<file path="src/rtl/snn_pkg.sv">
// Shared constants for the SNN readout path: neuron geometry, window timing and
// the vote decoder FSM encoding.
package snn_pkg;

  localparam int N_NEURON    = 10;
  localparam int PRESENT_CYC = 336;
  localparam int WIN_LEN     = 2 * PRESENT_CYC;
  localparam int CNT_W       = 10;
  localparam int ID_W        = 4;
  localparam int NO_CLASS    = N_NEURON;

  localparam logic [1:0] ST_IDLE  = 2'd0;
  localparam logic [1:0] ST_COUNT = 2'd1;
  localparam logic [1:0] ST_SCAN  = 2'd2;
  localparam logic [1:0] ST_DONE  = 2'd3;

endpackage

</file>
<file path="src/rtl/spike_vote_decoder_cnt.sv">
// One per-neuron spike counter: synchronous clear, increment that sticks at all-ones.
module spike_cnt_sat #(
  parameter int W = snn_pkg::CNT_W
) (
  input  logic         clk,
  input  logic         rst_n,
  input  logic         i_clr,
  input  logic         i_inc,
  output logic [W-1:0] o_cnt
);

  logic [W-1:0] r_cnt;

  // Clear wins over increment so a new window always starts from zero.
  always_ff @(posedge clk or negedge rst_n) begin
    if (!rst_n) begin
      r_cnt <= '0;
    end else if (i_clr) begin
      r_cnt <= '0;
    end else if (i_inc && (r_cnt != {W{1'b1}})) begin
      r_cnt <= r_cnt + 1'b1;
    end
  end

  assign o_cnt = r_cnt;

endmodule

</file>
<file path="src/rtl/spike_vote_decoder.sv">
// Readout stage: counts output spikes per neuron over one window, then picks the
// neuron with the most spikes (lowest index on ties) and strobes the class result.
module spike_vote_decoder #(
  parameter int N_NEURON = snn_pkg::N_NEURON,
  parameter int WIN_LEN  = snn_pkg::WIN_LEN,
  parameter int CNT_W    = snn_pkg::CNT_W,
  parameter int ID_W     = snn_pkg::ID_W
) (
  input  logic                clk,
  input  logic                rst_n,
  input  logic                win_start,
  input  logic                learn,
  input  logic [N_NEURON-1:0] spike,
  output logic                class_valid,
  output logic [ID_W-1:0]     class_id,
  output logic [CNT_W-1:0]    max_count,
  output logic                is_train,
  output logic                busy,
  output logic [1:0]          dbg_state
);
  import snn_pkg::*;

  localparam int WC_W = (WIN_LEN > 1) ? $clog2(WIN_LEN) : 1;
  localparam int IX_W = (N_NEURON > 1) ? $clog2(N_NEURON) : 1;
  localparam logic [WC_W-1:0] WC_LAST = WC_W'(WIN_LEN - 1);
  localparam logic [IX_W-1:0] IX_LAST = IX_W'(N_NEURON - 1);

  // Interface: win_start is a one-cycle pulse with no ready; class_valid is a one-cycle
  // strobe with no backpressure, and the result fields hold until the next strobe.
  logic [1:0]       r_state;
  logic [WC_W-1:0]  r_win_cnt;
  logic [IX_W-1:0]  r_scan_idx;
  logic [IX_W-1:0]  r_best_idx;
  logic [CNT_W-1:0] r_best_cnt;
  logic             r_learn;
  logic             r_valid;
  logic [ID_W-1:0]  r_class_id;
  logic [CNT_W-1:0] r_max_count;
  logic             r_is_train;

  logic             w_count_en;
  logic [CNT_W-1:0] w_cnt [N_NEURON];
  logic [CNT_W-1:0] w_scan_cnt;

  // A win_start edge clears the counters, so it must not also count that cycle's spikes.
  assign w_count_en = (r_state == ST_COUNT) && !win_start;

  for (genvar g = 0; g < N_NEURON; g++) begin : g_cnt
    spike_cnt_sat #(.W(CNT_W)) u_cnt (
      .clk   (clk),
      .rst_n (rst_n),
      .i_clr (win_start),
      .i_inc (w_count_en & spike[g]),
      .o_cnt (w_cnt[g])
    );
  end

  assign w_scan_cnt = w_cnt[r_scan_idx];

  always_ff @(posedge clk or negedge rst_n) begin
    if (!rst_n) begin
      r_state     <= ST_IDLE;
      r_win_cnt   <= '0;
      r_scan_idx  <= '0;
      r_best_idx  <= '0;
      r_best_cnt  <= '0;
      r_learn     <= 1'b0;
      r_valid     <= 1'b0;
      r_class_id  <= '0;
      r_max_count <= '0;
      r_is_train  <= 1'b0;
    end else begin
      r_valid <= 1'b0;
      case (r_state)
        ST_COUNT: begin
          r_win_cnt <= r_win_cnt + 1'b1;
          if (r_win_cnt == WC_LAST) begin
            r_state    <= ST_SCAN;
            r_scan_idx <= '0;
            r_best_idx <= '0;
            r_best_cnt <= '0;
          end
        end
        ST_SCAN: begin
          // Strictly greater keeps the earliest index on ties.
          if (w_scan_cnt > r_best_cnt) begin
            r_best_cnt <= w_scan_cnt;
            r_best_idx <= r_scan_idx;
          end
          r_scan_idx <= r_scan_idx + 1'b1;
          if (r_scan_idx == IX_LAST) begin
            r_state <= ST_DONE;
          end
        end
        ST_DONE: begin
          r_valid     <= 1'b1;
          r_class_id  <= (r_best_cnt == '0) ? ID_W'(N_NEURON) : ID_W'(r_best_idx);
          r_max_count <= r_best_cnt;
          r_is_train  <= r_learn;
          r_state     <= ST_IDLE;
        end
        default: ;
      endcase
      // A new window overrides the state step above; a pending DONE result still emits.
      if (win_start) begin
        r_state   <= ST_COUNT;
        r_win_cnt <= '0;
        r_learn   <= learn;
      end
    end
  end

  assign class_valid = r_valid;
  assign class_id    = r_class_id;
  assign max_count   = r_max_count;
  assign is_train    = r_is_train;
  assign busy        = (r_state == ST_COUNT) || (r_state == ST_SCAN);
  assign dbg_state   = r_state;

endmodule

</file>
<file path="config.mk">
export PLATFORM = sky130hd
export DESIGN_NAME = spike_vote_decoder
export DESIGN_NICKNAME = d
export VERILOG_FILES = /design/src/rtl/snn_pkg.sv /design/src/rtl/spike_vote_decoder_cnt.sv /design/src/rtl/spike_vote_decoder.sv
export SDC_FILE = /design/constraint.sdc
export NUM_CORES = 1
export LEC_CHECK = 0
export CELL_PAD_IN_SITES_DETAIL_PLACEMENT = 1
export CELL_PAD_IN_SITES_GLOBAL_PLACEMENT = 1
export CORE_ASPECT_RATIO = 0.7
export CORE_MARGIN = 2
export CORE_UTILIZATION = 25
export DETAILED_ROUTE_END_ITERATION = 8
export GPL_ROUTABILITY_DRIVEN = 0
export PLACE_DENSITY = 0.46
export SLEW_MARGIN = 20
export SYNTH_ARGS = -nofsm -noshare
export SYNTH_HDL_FRONTEND = slang
export SYNTH_SLANG_ARGS = --single-unit
</file>
<file path="constraint.sdc">
create_clock -name clk -period 3.65 [get_ports clk]
set_clock_uncertainty 0.15 [all_clocks]
set_input_delay 0.73 -clock clk [delete_from_list [all_inputs] [get_ports clk]]
set_output_delay 0.73 -clock clk [all_outputs]
set_load 0.01 [all_outputs]
</file>
==> out/results.ini, run 1 <==
[run_status]
status=complete, no violations

[logic_synthesis]
async_reset_ff_frac=1.00
synthCells=826
synth_most_common_cell=dfrtp_1
yosys.cell_types.count=60
yosys-top-cells-area=dfrtp_1 44%, xor2_1 6.6%, nor2_1 4.7%, ha_1 3.9%, mux2_2 3.6%
yosys_most_used_dff=dfrtp_1
synth_edf_count=0
synthTopCellsByCount=147 x dfrtp_1, 104 x nor2_1, 68 x nand2_1, 63 x xor2_1, 44 x nand4_1
syn_area_per_cell_sq_um=10.1
ys_warn_count=0
ys_seq_area_frac=0.440
yosys.area.top_type=dfrtp_1
yosysTopAreaCellShare=0.440
netlist_area_sq_um=8360
syn_nets=866
ys_seq_elements=147

[critical_path]
cpMaxStageDelayCell=dfrtp_1
crit_start=r_scan_idx[1]
path_class=flip-flop to flip-flop
r2r-start=r_scan_idx[1]
r2r-end=r_best_cnt[3]
slowest_delay_ns=0.45
crit_family=compound AO/OA/AOI/OAI gates
path_cells=buf_12 -> mux2i_1 -> o22ai_1 -> a221oi_1 -> inv_1 -> ha_1 -> and3_1 -> o21ai_0 -> a21oi_1 -> o21ai_0 -> buf_4 -> o32ai_1
required_ns=3.84
rrSetupSlack_ns=0.26
crit_path_frequent_cell=o21ai_0
cp.arrival_ns=3.58
cp.buffers_inverters=3
startpoint_type=flip-flop
crit_fanout=31
end_kind=flip-flop
reg2reg_depth=12

[timing]
period_needed_ns=3.39
period_share=0.929
fin_tns_setup_ns=0
rsz0062_at_grt=false
setup_viol_count_final=0
slew_headroom=0.445
hold_violations=0
fmax_mhz=295
maxSlewViolCount=0
worst_pin_slew_ns=0.832

[route]
wl_um=24100
drc=0
drt_pass1_iterations=4
initialDrtViolationCount=422
routed-via-count=6247
via_per_inst=4.84
wire_per_inst_um=18.6
ant_nets=0

[finish]
syn_to_final_growth_pct=16.7
nets=892
n_antenna_cell=0
postLayoutCoreUtil=0.299
ff_latch_area_sq_um=3680
multiInputGateArea_sq_um=4320
drive_gt1_frac=0.116
design_area_sq_um=9760
fillCellCount=3722

[clock_tree]
clkSinkCount=147
clock_latency_ns=0.45
root_buffer=clkbuf_16
clock_path_buffers=2
htreeDepth=4
cts_tree=yes
path_clk_slew_ns=0.06
cts_buffers=17

[die]
coreArea_sq_um=32600
die_w_um=223
fp.dieH_um=157
ioPinCount=33
dieArea_sq_um=34900
rows=55
initial_core_util=0.256

[power_and_ir_drop]
power_density_nw_per_um2=503
p_sw_w=0.00155
p_int_w=0.00336
p_leak_nw=3.98
ir_worst_vdd_uv=250
total_power_w=0.00491
seq_power_share=0.375
comb_power_share=0.219
switching_share=0.316
pwr-share-clk=0.406

[global_routing]
grt_max_degree=61
track_usage=0.147
overflow=0
antenna_found_initial=1
grt_pass1_wl_um=39300
grt_pass1_vias=6363

[hold_path]
hp-class=input pin to async pin

[place]
hpwl_um=17500
port_buffers=32
placed_cell_area_sq_um=9100

[flow_run]
maxCapViolCount=0

[sequential cells by signal, summed over array words and instances, names as in the netlist]
signal	flops
class_id	4
class_valid	1
dbg_state	2
g_cnt.u_cnt.o_cnt	100
is_train	1
max_count	10
r_best_cnt	10
r_best_idx	4
r_learn	1
r_scan_idx	4
r_win_cnt	10
[power groups by stage]
stage / sequential [W] / combinational, W / clock (W)
after global routing: 0.00186 / 0.00119 / 0.00212
after CTS: 0.00184 / 0.00110 / 0.00206
after global placement: 0.00188 / 0.00109 / 0
after floorplan: 0.00184 / 0.000744 / 0
after detailed placement: 0.00187 / 0.00110 / 0
final: 0.00184 / 0.00108 / 0.00200
[repair_timing]
item	4_1_cts	5_1_grt
hold buffers	0	0
endpoints found under the setup margin	0	14
buffers inserted	0	0
gates resized for setup	0	1
[worst reg2reg max path, stage by stage (launching register included)]
cell and delay [ns]:
dfrtp_1 0.45, buf_12 0.26, mux2i_1 0.44, o22ai_1 0.16, a221oi_1 0.41, inv_1 0.09, ha_1 0.28, and3_1 0.15
o21ai_0 0.08, a21oi_1 0.19, o21ai_0 0.12, buf_4 0.20, o32ai_1 0.30
[cells by family (layout without fill, tap and decap cells)]
kind of cell	count (synthesis)	after routing	share of synthesized area
compound gates	100	100	0.0960
xor+xnor	82	82	0.0859
fa+ha+maj	26	26	0.0389
buf+inv	73	112	0.0431
flops	147	147	0.440
mux	62	62	0.0933
simple gates	336	336	0.203
[metrics by stage]
step / hold WS [ns] / cells / worst slack (ns)
after floorplan: 0.284 / 826 / 0.528
after global placement: 0.342 / 1260 / 0.217
after detailed placement: 0.341 / 1260 / 0.186
after CTS: 0.117 / 1292 / 0.130
after global routing: 0.137 / 1292 / 0.00559
final: 0.0961 / 1292 / 0.259
[routing by layer]
layer,GRT usage,routed length (um)
met1,0.227,13300
met2,0.200,9710
met3,0.0366,741
met4,0.0387,316
met5,0,0
[final cells by class]
cell class                      instances  share of cell area
Inverter                               35              0.0135
Multi-Input combinational cell        606               0.443
Clock buffer                           20              0.0458
Tap cell                              427              0.0548
Clock inverter                         12              0.0210
Timing Repair Buffer                   45              0.0453
Sequential cell                       147               0.377
[worst max-delay path by stage]
stage	to	cells after the start
4_1_cts	r_best_cnt[3]	11
6_report	r_best_cnt[3]	12
3_5_place_dp	r_best_cnt[7]	11
2_1_floorplan	r_best_cnt[4]	12
5_1_grt	r_best_cnt[3]	12
3_3_place_gp	r_best_cnt[3]	11
[cells in the final DEF (no fill, tap or decap), types with 3 or more instances in the layout]
master | Yosys | layout
mux2i_1 | 25 | 25
o32ai_1 | 14 | 14
and2_1 | 12 | 12
nand3b_1 | 13 | 13
a21oi_1 | 10 | 10
mux4_2 | 10 | 10
o21ai_0 | 23 | 23
buf_4 | 6 | 12
a22o_1 | 4 | 4
a31oi_1 | 6 | 6
nor2b_1 | 7 | 7
nor3_1 | 14 | 14
or3_1 | 4 | 4
a221oi_2 | 3 | 3
clkbuf_16 | 0 | 17
and4_1 | 7 | 7
and3_1 | 8 | 8
nand3_1 | 38 | 38
a221oi_1 | 8 | 8
clkinv_4 | 0 | 4
mux2_2 | 27 | 27
ha_1 | 26 | 26
bufinv_16 | 0 | 5
nor2_1 | 104 | 104
nand4_1 | 44 | 44
xnor2_1 | 19 | 19
clkdlybuf4s50_1 | 0 | 30
o22ai_1 | 9 | 9
inv_1 | 35 | 35
nand2_1 | 68 | 68
nor4_1 | 5 | 5
dfrtp_1 | 147 | 147
o311a_1 | 4 | 4
xor2_1 | 63 | 63
(Power assumes the default switching activity.)
==> run 2: changes to the inputs <==
Settings changed: CORE_UTILIZATION 25 to 49, PLACE_DENSITY 0.46 to 0.79, SYNTH_HIERARCHICAL set to 1.
==> run 2 against run 1 <==
  * The flow now finishes with violations (negative setup slack)
  * Fmax shrank 7.5%
  * Register-to-register slack worse by 0.27 ns
  * Critical path depth grew 1
  * Largest power group is now registers
  * Sequential share of layout area is 0.94 points lower
  * Sequential cell count unchanged
  * Final cell count down 12%
  * Wire length rose by 12%
  * Via count increased by 20%
  * Worst hold slack improved by 0.057 ns
  * Non-clock buffer count grew 18
  * Setup slack got worse by 0.27 ns
  * Sequential power is 2% lower
  * Highest routed layer is now met5
==> out/results.ini, run 2 <==
[logic_synthesis]
ys_seq_elements=147  ; unchanged
yosys.cell_types.count=47  ; -22%
synth_edf_count=0  ; unchanged
synthCells=846  ; +2.4%
yosysTopAreaCellShare=0.431  ; -0.00910
muxShareOfSynthArea=0.105  ; +0.0117
yosys_most_used_dff=dfrtp_1
yosys.area_share.simple=0.219  ; +0.0160
yosys.area_share.adder=0.0381  ; -0.000805
netlist_area_sq_um=8530  ; +2.1%
synth_top_family_by_area=simple AND/OR/NAND/NOR gates
async_reset_ff_frac=1.00  ; unchanged
syn_nets=886  ; +2.3%
ys_seq_area_frac=0.431  ; -0.00910
synth_most_common_cell=dfrtp_1
yosys-top-cells-area=dfrtp_1 43%, mux4_2 5.3%, a21oi_1 4.8%, ha_1 3.8%, mux2i_1 3.6%
ys_warn_count=6  ; +6
syn_area_per_cell_sq_um=10.1  ; -0.30%
synth_compound_area_frac=0.162  ; +0.0656
synthTopCellsByCount=147 x dfrtp_1, 82 x a21oi_1, 71 x nor2_1, 66 x nand2_1, 54 x nand3_1
yosys.area.top_type=dfrtp_1
synthXorXnorAreaFrac=0.0174  ; -0.0685

[place]
port_buffers=32  ; unchanged
hpwl_um=17900  ; +2.5%
place_inst=1099  ; -13%
place_ws_ns=0.00150  ; -0.184 ns

[route]
drc=0  ; unchanged
wl_um=26900  ; +12%
ant_nets=0  ; unchanged
via_per_inst=6.55  ; +36%
wire_per_inst_um=23.6  ; +27%
dr_wl_met2_um=12400  ; +28%
initialDrtViolationCount=787  ; +86%
drt_pass1_iterations=5  ; +1
highest_layer=met5
wl_met3_um=1860  ; +150%
m1WireLength_um=12100  ; -9.3%
routed-via-count=7483  ; +20%

[clock_tree]
clock_latency_ns=0.43  ; -0.02 ns
clkSinkCount=147  ; unchanged
clock_path_buffers=2  ; unchanged
root_buffer=clkbuf_16
cts_buffers=17  ; unchanged
path_clk_slew_ns=0.06  ; about the same
htreeDepth=4  ; unchanged
hold_buffers=0  ; unchanged
cts_tree=yes

[critical_path]
end_kind=flip-flop
cp.arrival_ns=3.82  ; +0.24 ns
required_ns=3.80  ; -0.04 ns
crit_fanout=6  ; -81%
rrSetupSlack_ns=-0.02  ; -0.27 ns
startpoint_type=flip-flop
path_cells=buf_12 -> clkbuf_16 -> mux4_2 -> a21oi_1 -> a21oi_1 -> ha_1 -> nand4_1 -> a211oi_2 -> a2111oi_1 -> buf_4 -> or3b_4 -> buf_4 -> a32o_1
cpMaxStageDelayCell=mux4_2
path_class=flip-flop to flip-flop
slowest_delay_ns=0.51  ; +0.06 ns

[global_routing]
track_usage=0.294  ; +0.147
grt_max_degree=72  ; +18%
overflow=0  ; unchanged
grt_pass1_wl_um=42000  ; +7.0%
antenna_found_initial=0  ; -1
grt_pass1_vias=7477  ; +18%

[die]
coreArea_sq_um=17100  ; -48%
ioPinCount=33  ; unchanged
rows=40  ; -27%
die_w_um=162  ; -27%
fp.dieH_um=114  ; -27%
dieArea_sq_um=18500  ; -47%
initial_core_util=0.499  ; +0.242

[finish]
fillCellCount=1867  ; -50%
layout_commonest_cell=dfrtp_1
syn_to_final_growth_pct=17.3
largest_reg_flops=100  ; unchanged
final_cell_count_no_fill=1142  ; -12%
final_cell_mix=146 x dfrtp_1, 71 x nor2_1, 66 x nand2_1
n_antenna_cell=0  ; unchanged
nets=938  ; +5.2%
drive_gt1_frac=0.167  ; +0.0512

[timing]
hold_violations=0  ; unchanged
period_share=1.00  ; +0.0753
fin_tns_setup_ns=-0.0274  ; -0.0274 ns
setup_viol_count_final=2  ; +2
fmax_mhz=273  ; -7.5%
fin_ws_ns=-0.0159  ; -0.275 ns
hold_ws_ns=0.153  ; +0.0572 ns
slew_headroom=0.460  ; +0.0149
worst_pin_slew_ns=0.809  ; -0.0233 ns
period_needed_ns=3.67  ; +0.275 ns
maxSlewViolCount=0  ; unchanged

[power_and_ir_drop]
ir_worst_vdd_uv=305  ; +22%
p_leak_nw=3.94  ; -1.2%
power_density_nw_per_um2=470  ; -6.7%

[hold_path]
hp-class=input pin to async pin

[flow_run]
maxCapViolCount=0  ; unchanged

[run_status]
status=finished, violations left
violations=negative setup slack

[run 2: cell count changes in the layout (fill, tap and decap cells not counted), moves of 14 or more]
cell | before | now
a21oi_1 | 10 | 65
a21oi_2 | 0 | 17
a32o_1 | 0 | 14
mux2_2 | 27 | 12
nand3_1 | 38 | 54
nand4_1 | 44 | 4
nor2_1 | 104 | 71
nor3_1 | 14 | 30
o31ai_1 | 0 | 20
o32ai_1 | 14 | 0
or4_1 | 0 | 20
xnor2_1 | 19 | 1
xor2_1 | 63 | 16
[run 2: critical path, delay by kind of cell (launching register included)]
kind	cells	cell delay, ns
compound gates	5	0.89
flops	1	0.43
buf+inv	4	0.61
fa+ha+maj	1	0.38
mux	1	0.51
simple gates	2	0.57
[run 2: timing repair]
item / CTS / global route
pin swaps: 0 / 13
endpoints found under the setup margin: 14 / 14
buffers inserted: 0 / 9
cloned: 0 / 2
resized for setup: 1 / 25
endpoints found under the hold margin: 0 / 0
[run 2: kinds of logic (layout without fill, tap and decap cells)]
kind of cell               after synthesis  in the layout
AOI/OAI and AO/OA                      201            201
xor gates and xnor gates                17             17
adders and majority gates               26             26
buffers and inverters                   60            125
DFF                                    147            147
muxes                                   63             63
and+or+nand+nor                        332            332
[run 2: cell type report]
cell class | count | area, sq um | area share
Clock buffer | 18 | 429 | 0.0429
Clock inverter | 14 | 155 | 0.0155
Inverter | 30 | 113 | 0.0113
Multi-Input combinational cell | 639 | 4700 | 0.470
Sequential cell | 147 | 3680 | 0.368
Tap cell | 231 | 289 | 0.0289
Timing Repair Buffer | 63 | 641 | 0.0640
[run 2: worst paths after layout]
path	startpoint	to	cells past startpoint
setup / recovery	r_scan_idx[0]	r_best_cnt[2]	13
hold / removal	rst_n	g_cnt[7].u_cnt/o_cnt[6]	1
setup reg to reg	r_scan_idx[0]	r_best_cnt[2]	13
hold reg to reg	max_count[1]	max_count[1]	1
max in group asynchronous	rst_n	max_count[6]	2
min in group clk	max_count[1]	max_count[1]	1
[run 2: layer usage]
metal,track usage,up-vias
li1,-,3297
met4,0.0708,2
met2,0.457,281
met3,0.0576,57
met1,0.427,3846
met5,0.0107,-
[run 2: power by group]
part	internal (W)	switching, W	total [W]
clock network	0.00102	0.000759	0.00178
logic	0.000490	0.000633	0.00112
registers	0.00170	0.0000991	0.00180
[run 2: per-stage QoR]
stage | power, W | util | cell area (sq um)
detailed placement | 0.00280 | 0.538 | 9200
global route | 0.00488 | 0.585 | 10000
CTS | 0.00459 | 0.572 | 9790
finish | 0.00470 | 0.585 | 10000
global placement | 0.00273 | 0.538 | 9200
floorplan | 0.00242 | - | 8530
